$ cat src/rtl/mac_array_ctrl.sv
// Purpose: sequences one tile on the 8x8 weight-stationary MAC array: kernel load, activation stream, drain, done.
// Latency: SRAM cen/addr are registered; inst_w trails its cen/addr by one cycle; done one cycle after the last valid.
// Backpressure: ofifo_full stalls activation issue (x_cen high, 00 bubble follows); stalls may last indefinitely.
module mac_array_ctrl #(
  parameter int row     = 8,
  parameter int col     = 8,
  parameter int addr_bw = 11
) (
  input  logic               clk,
  input  logic               reset,
  input  logic               start,
  input  logic [addr_bw-1:0] len,
  input  logic [addr_bw-1:0] w_base,
  input  logic [addr_bw-1:0] x_base,
  input  logic               mode_2b_in,
  input  logic               ofifo_full,
  input  logic [col-1:0]     valid_in,
  output logic               w_cen,
  output logic [addr_bw-1:0] w_addr,
  output logic               x_cen,
  output logic [addr_bw-1:0] x_addr,
  output logic [1:0]         inst_w,
  output logic               mode_2b,
  output logic               busy,
  output logic               done
);

  localparam int CW = (col > 1) ? $clog2(col) : 1;
  localparam int RW = (row > 1) ? $clog2(row) : 1;

  typedef enum logic [2:0] {IDLE, KLOAD, KGAP, EXEC, DRAIN, DONE} state_t;

  state_t             state;
  logic [addr_bw-1:0] len_q;
  logic [addr_bw-1:0] x_base_q;
  logic [CW-1:0]      k_cnt;
  logic [RW-1:0]      g_cnt;
  logic [addr_bw:0]   n_cnt;
  logic [addr_bw:0]   m_cnt;
  logic [addr_bw:0]   n_inc;
  logic [addr_bw:0]   m_next;
  logic [addr_bw:0]   len_ext;
  logic               issue_slot;
  logic               issue;
  logic               last_issue;
  logic               out_vld;
  logic               unused_valid;

  // The last KGAP cycle already issues the first activation read so that exactly
  // row idle instructions separate the final kernel load from the first execute.
  assign len_ext      = {1'b0, len_q};
  assign issue_slot   = (state == EXEC) || ((state == KGAP) && (g_cnt == RW'(row - 1)));
  assign issue        = issue_slot && !ofifo_full;
  assign n_inc        = n_cnt + (addr_bw + 1)'(1);
  assign last_issue   = issue && (n_inc == len_ext);
  assign out_vld      = valid_in[col-1] && ((state == EXEC) || (state == DRAIN)) && (m_cnt < len_ext);
  assign m_next       = m_cnt + {{addr_bw{1'b0}}, out_vld};
  assign unused_valid = ^valid_in[col-2:0];

  // Tile sequencer: all outputs registered; inst_w is the previous cycle's SRAM enables.
  always_ff @(posedge clk) begin
    if (reset) begin
      state    <= IDLE;
      len_q    <= '0;
      x_base_q <= '0;
      k_cnt    <= '0;
      g_cnt    <= '0;
      n_cnt    <= '0;
      m_cnt    <= '0;
      w_cen    <= 1'b1;
      w_addr   <= '0;
      x_cen    <= 1'b1;
      x_addr   <= '0;
      inst_w   <= 2'b00;
      mode_2b  <= 1'b0;
      busy     <= 1'b0;
      done     <= 1'b0;
    end else begin
      inst_w <= {~x_cen, ~w_cen};
      done   <= 1'b0;
      m_cnt  <= m_next;

      // Activation issue: address always shows the next vector, cen reflects room in the output FIFO.
      if (issue_slot) begin
        x_cen  <= ofifo_full;
        x_addr <= x_base_q + n_cnt[addr_bw-1:0];
        if (issue) n_cnt <= n_inc;
      end

      case (state)
        IDLE: begin
          if (start) begin
            if (len != '0) begin
              len_q    <= len;
              x_base_q <= x_base;
              mode_2b  <= mode_2b_in;
              w_cen    <= 1'b0;
              w_addr   <= w_base;
              k_cnt    <= '0;
              g_cnt    <= '0;
              n_cnt    <= '0;
              m_cnt    <= '0;
              busy     <= 1'b1;
              state    <= KLOAD;
            end else begin
              done <= 1'b1;
            end
          end
        end
        KLOAD: begin
          if (k_cnt == CW'(col - 1)) begin
            w_cen <= 1'b1;
            g_cnt <= '0;
            state <= KGAP;
          end else begin
            k_cnt  <= k_cnt + CW'(1);
            w_addr <= w_addr + addr_bw'(1);
          end
        end
        KGAP: begin
          if (g_cnt == RW'(row - 1)) begin
            state <= last_issue ? DRAIN : EXEC;
          end else begin
            g_cnt <= g_cnt + RW'(1);
          end
        end
        EXEC: begin
          if (last_issue) state <= DRAIN;
        end
        DRAIN: begin
          x_cen <= 1'b1;
          if (m_next == len_ext) begin
            done  <= 1'b1;
            busy  <= 1'b0;
            state <= DONE;
          end
        end
        DONE: begin
          state <= IDLE;
        end
        default: begin
          state <= IDLE;
        end
      endcase
    end
  end

endmodule

$ cat config.mk
export PLATFORM = sky130hd
export DESIGN_NAME = mac_array_ctrl
export DESIGN_NICKNAME = d
export VERILOG_FILES = /design/src/rtl/mac_array_ctrl.sv
export SDC_FILE = /design/constraint.sdc
export NUM_CORES = 1
export LEC_CHECK = 0
export BUFFER_PORTS_ARGS = -buffer_cell sky130_fd_sc_hd__buf_4
export CAP_MARGIN = 10
export CORE_MARGIN = 5
export CORE_UTILIZATION = 57
export DETAILED_ROUTE_END_ITERATION = 8
export PLACE_DENSITY = 0.8
export SETUP_SLACK_MARGIN = 0.3
export SLEW_MARGIN = 10
export SYNTH_ARGS = -nofsm -noshare
export SYNTH_HDL_FRONTEND = slang
export SYNTH_SLANG_ARGS = --single-unit
export TNS_END_PERCENT = 5
$ cat constraint.sdc
create_clock -name clk -period 4.6 [get_ports clk]
set_clock_uncertainty 0.1 [all_clocks]
set_input_delay 0.46 -clock clk [delete_from_list [all_inputs] [get_ports clk]]
set_output_delay 0.46 -clock clk [all_outputs]
set_load 0.01 [all_outputs]
==> results by group <==
Run status
  • Outcome: finished clean

Setup path
  • Startpoint Class: register
  • WS Path Type: reg2reg
  • Delay-heaviest family, CP: compound AO/OA/AOI/OAI gates
  • Slowest-stage cell, CP: a2111oi_0
  • Buffers and inverters on the worst path: 1
  • Critical path data arrival time: 4.07 ns
  • Reg2reg start: len_q[1]
  • CP endpoint kind: register
  • Critical path peak fanout: 4
  • Critical-path cell list: inv_1, ha_1, a21o_1, a21o_1, a21o_1, a211oi_1, o211ai_1, nand2_1, ha_1, ha_1, xor2_1, a2111oi_0, nand4_1, nor4_4, nand3_1, a2111oi_2
  • Crit path launch: len_q[1]
  • Worst path required time: 4.74 ns
  • Max incr delay on CP: 0.47 ns

Floorplanning
  • Ports: 75
  • Core ar.: 0.008175 mm2
  • Initial Utilization: 57.97%
  • Die Height: 101.2 um
  • Die area: 0.01024 mm2
  • # rows: 33
  • Die width: 101.2 um

CTS
  • # Post-CTS Setup Buffers: 0
  • Worst skew pair latency: 0.35 ns
  • Worst-path clk slew: 0.09 ns
  • Clk sinks: 84
  • CTS Buffer Depth: 2
  • Root buf cell: clkbuf_8
  • CTS H-tree lvls: 3
  • Num CTS Buffers: 9
  • TritonCTS clock tree: done
  • CTS Hold Bufs: 0
  • CTS resizes: 0

Timing
  • # setup viols final: 0
  • RSZ-0062 raised after global routing: no
  • Final min period: 3.934 ns
  • F_max: 254.2 MHz
  • Slew @ Worst Pin: 0.9009 ns
  • Crit share post-route: 85.52%
  • Setup TNS: 0 ns
  • Final Hold Viols: 0
  • Slew margin rel.: 39.09%
  • Max Slew Vio Count: 0
  • Hold WS: 0.2552 ns

Yosys
  • Post-synth EDFFs: 0
  • Ys async rst share: 0%
  • Flops & latches, synth: 84
  • Top-count cell post-synth: nand2_1
  • Synth Flop Type: dfxtp_1
  • Syn Inst Count: 601
  • Mapped Avg Cell Area: 7.886 um2
  • Post-synth top cells: 95 x nand2_1, 84 x dfxtp_1, 67 x nor2_1, 52 x a21oi_1, 36 x xnor2_1
  • Cell taking the most area after synthesis: dfxtp_1
  • Cell variety after synth: 57
  • Syn Nets: 676
  • Synth area leaders: dfxtp_1 35%, nand2_1 7.5%, ha_1 7.4%
  • Cell Area, Synth: 0.004740 mm2
  • Register area share after synthesis: 35.48%
  • Yosys top cell area share: 35.48%
  • Yosys warnings: 0

Place
  • Gpl congestion: 0.9090
  • Dpl hpwl: 8771 um
  • # port buffers: 67
  • Placed insts: 747
  • Placed Area: 0.005285 mm2

Run
  • Max-Cap Viols: 0

Cells and area
  • Nets: 728
  • Layout Cells excl Fill: 763
  • Inserted Diodes: 0
  • Share of layout cells above drive strength 1: 14.74%
  • Design area: 0.005528 mm2
  • # fillers: 688
  • Area Overhead vs Synth: 16.63%

Power
  • Net Sw Power: 0.4107 mW
  • Switching part of the total: 25.78%
  • Tot Pwr: 1.593 mW
  • P_int: 1.183 mW
  • Pwr Density: 288.2 mW/mm2
  • Clock power share: 37.9%
  • Fraction of power consumed by sequential logic: 49.3%
  • Gate power share: 12.8%
  • LEAKAGE: 2.198 nW
  • Maximum VDD drop: 167.6 uV

Drt
  • DRT iter0 DRCs: 255
  • Pre-Repair DR Iteration Count: 5
  • Routed vias/inst: 5.767
  • Post-Route WL: 11,790 um
  • Vias: 4,400
  • DRC errors left: 0
  • Wire per inst: 15.45 um
  • Final ANT Viol Nets: 0

Global route
  • GRT overflow: 0
  • First-pass GRT wire length: 19,490 um
  • Initial antenna violation count: 0
  • Total track usage: 23.40%
  • Largest net degree at the start of global routing: 57
  • Number of global-route vias before repair: 4,129

Min path
  • Tightest Hold Check Type: in2reg
  • Hold_sp: mode_2b_in
-- area by class of cell --
type | instances | area (um2) | area share [%]
Multi-Input combinational cell | 466 | 2869 | 51.90
Timing Repair Buffer | 71 | 533.0 | 9.642
Clock buffer | 11 | 151.4 | 2.739
Sequential cell | 84 | 1682 | 30.42
Inverter | 21 | 78.83 | 1.426
Tap cell | 105 | 131.4 | 2.377
Clock inverter | 5 | 82.58 | 1.494
-- through the flow --
| stage | utilization [%] | worst slack, ns |
|---|---|---|
| finish | 67.62 | 0.6662 |
| global route | 67.62 | 0.3303 |
| CTS | 67.51 | 0.5467 |
| detailed placement | 64.65 | 0.5843 |
| global placement | 64.65 | 0.7178 |
| floorplan | - | 1.084 |
-- routing by layer --
metal	global-route usage (%)	up-vias	share of wire (%)
met5	0	-	0
met4	5.930	0	1.6
met3	4.339	16	5.8
met2	39.49	144	48
met1	30.95	2048	45
li1	-	2192	-
-- sequential cells by signal, indices dropped and copies added (netlist names), 3 cells and up --
| name | cells |
|---|---|
| w_addr | 11 |
| len_q | 11 |
| state | 3 |
| k_cnt | 3 |
| g_cnt | 3 |
| m_cnt | 12 |
| x_addr | 11 |
| n_cnt | 12 |
| x_base_q | 11 |
-- worst paths after layout --
path	end	slack [ns]	cells past startpoint
worst max-delay path	done	0.67	16
worst min-delay path	mode_2b	0.26	3
worst max register to register	done	0.67	16
worst min register to register	inst_w[0]	0.36	1
-- kinds of logic (layout without fill, tap and decap cells) --
family | Yosys count | count (layout) | share of synthesized area (%)
compound gates | 131 | 131 | 17.24
simple gates | 248 | 248 | 24.05
xor+xnor | 56 | 56 | 10.64
fa+ha+maj | 29 | 29 | 7.814
flops | 84 | 84 | 35.48
buf+inv | 51 | 108 | 4.356
mux | 2 | 2 | 0.4224
-- placed cells by master (no fill, tap or decap), types with 6 or more instances in the layout --
cell type,instances
a211oi_1,10
o211ai_1,6
a21oi_1,52
or3_1,7
xor2_1,19
clkbuf_8,11
nand3_1,19
ha_1,28
dfxtp_1,84
o21ai_0,26
a31oi_1,8
buf_4,71
nand4_1,9
nor2_1,67
nor3_1,17
nand2_1,95
inv_1,21
xnor2_1,36
-- power by group through the flow --
stage / combinational (mW) / sequential, mW / clock [mW]
after global placement: 0.194 / 0.801 / 0
after detailed placement: 0.199 / 0.802 / 0
final: 0.203 / 0.786 / 0.604
after global routing: 0.224 / 0.790 / 0.655
after floorplan: 0.124 / 0.797 / 0
after CTS: 0.200 / 0.785 / 0.619
-- worst register-to-register path, stage by stage (launching register included) --
cell and delay, ns:
dfxtp_1 0.42, inv_1 0.07, ha_1 0.29, a21o_1 0.16, a21o_1 0.17, a21o_1 0.18
a211oi_1 0.23, o211ai_1 0.13, nand2_1 0.08, ha_1 0.17, ha_1 0.25, xor2_1 0.15
a2111oi_0 0.47, nand4_1 0.26, nor4_4 0.24, nand3_1 0.14, a2111oi_2 0.33
No activity file was read; power rests on OpenSTA's default activity.
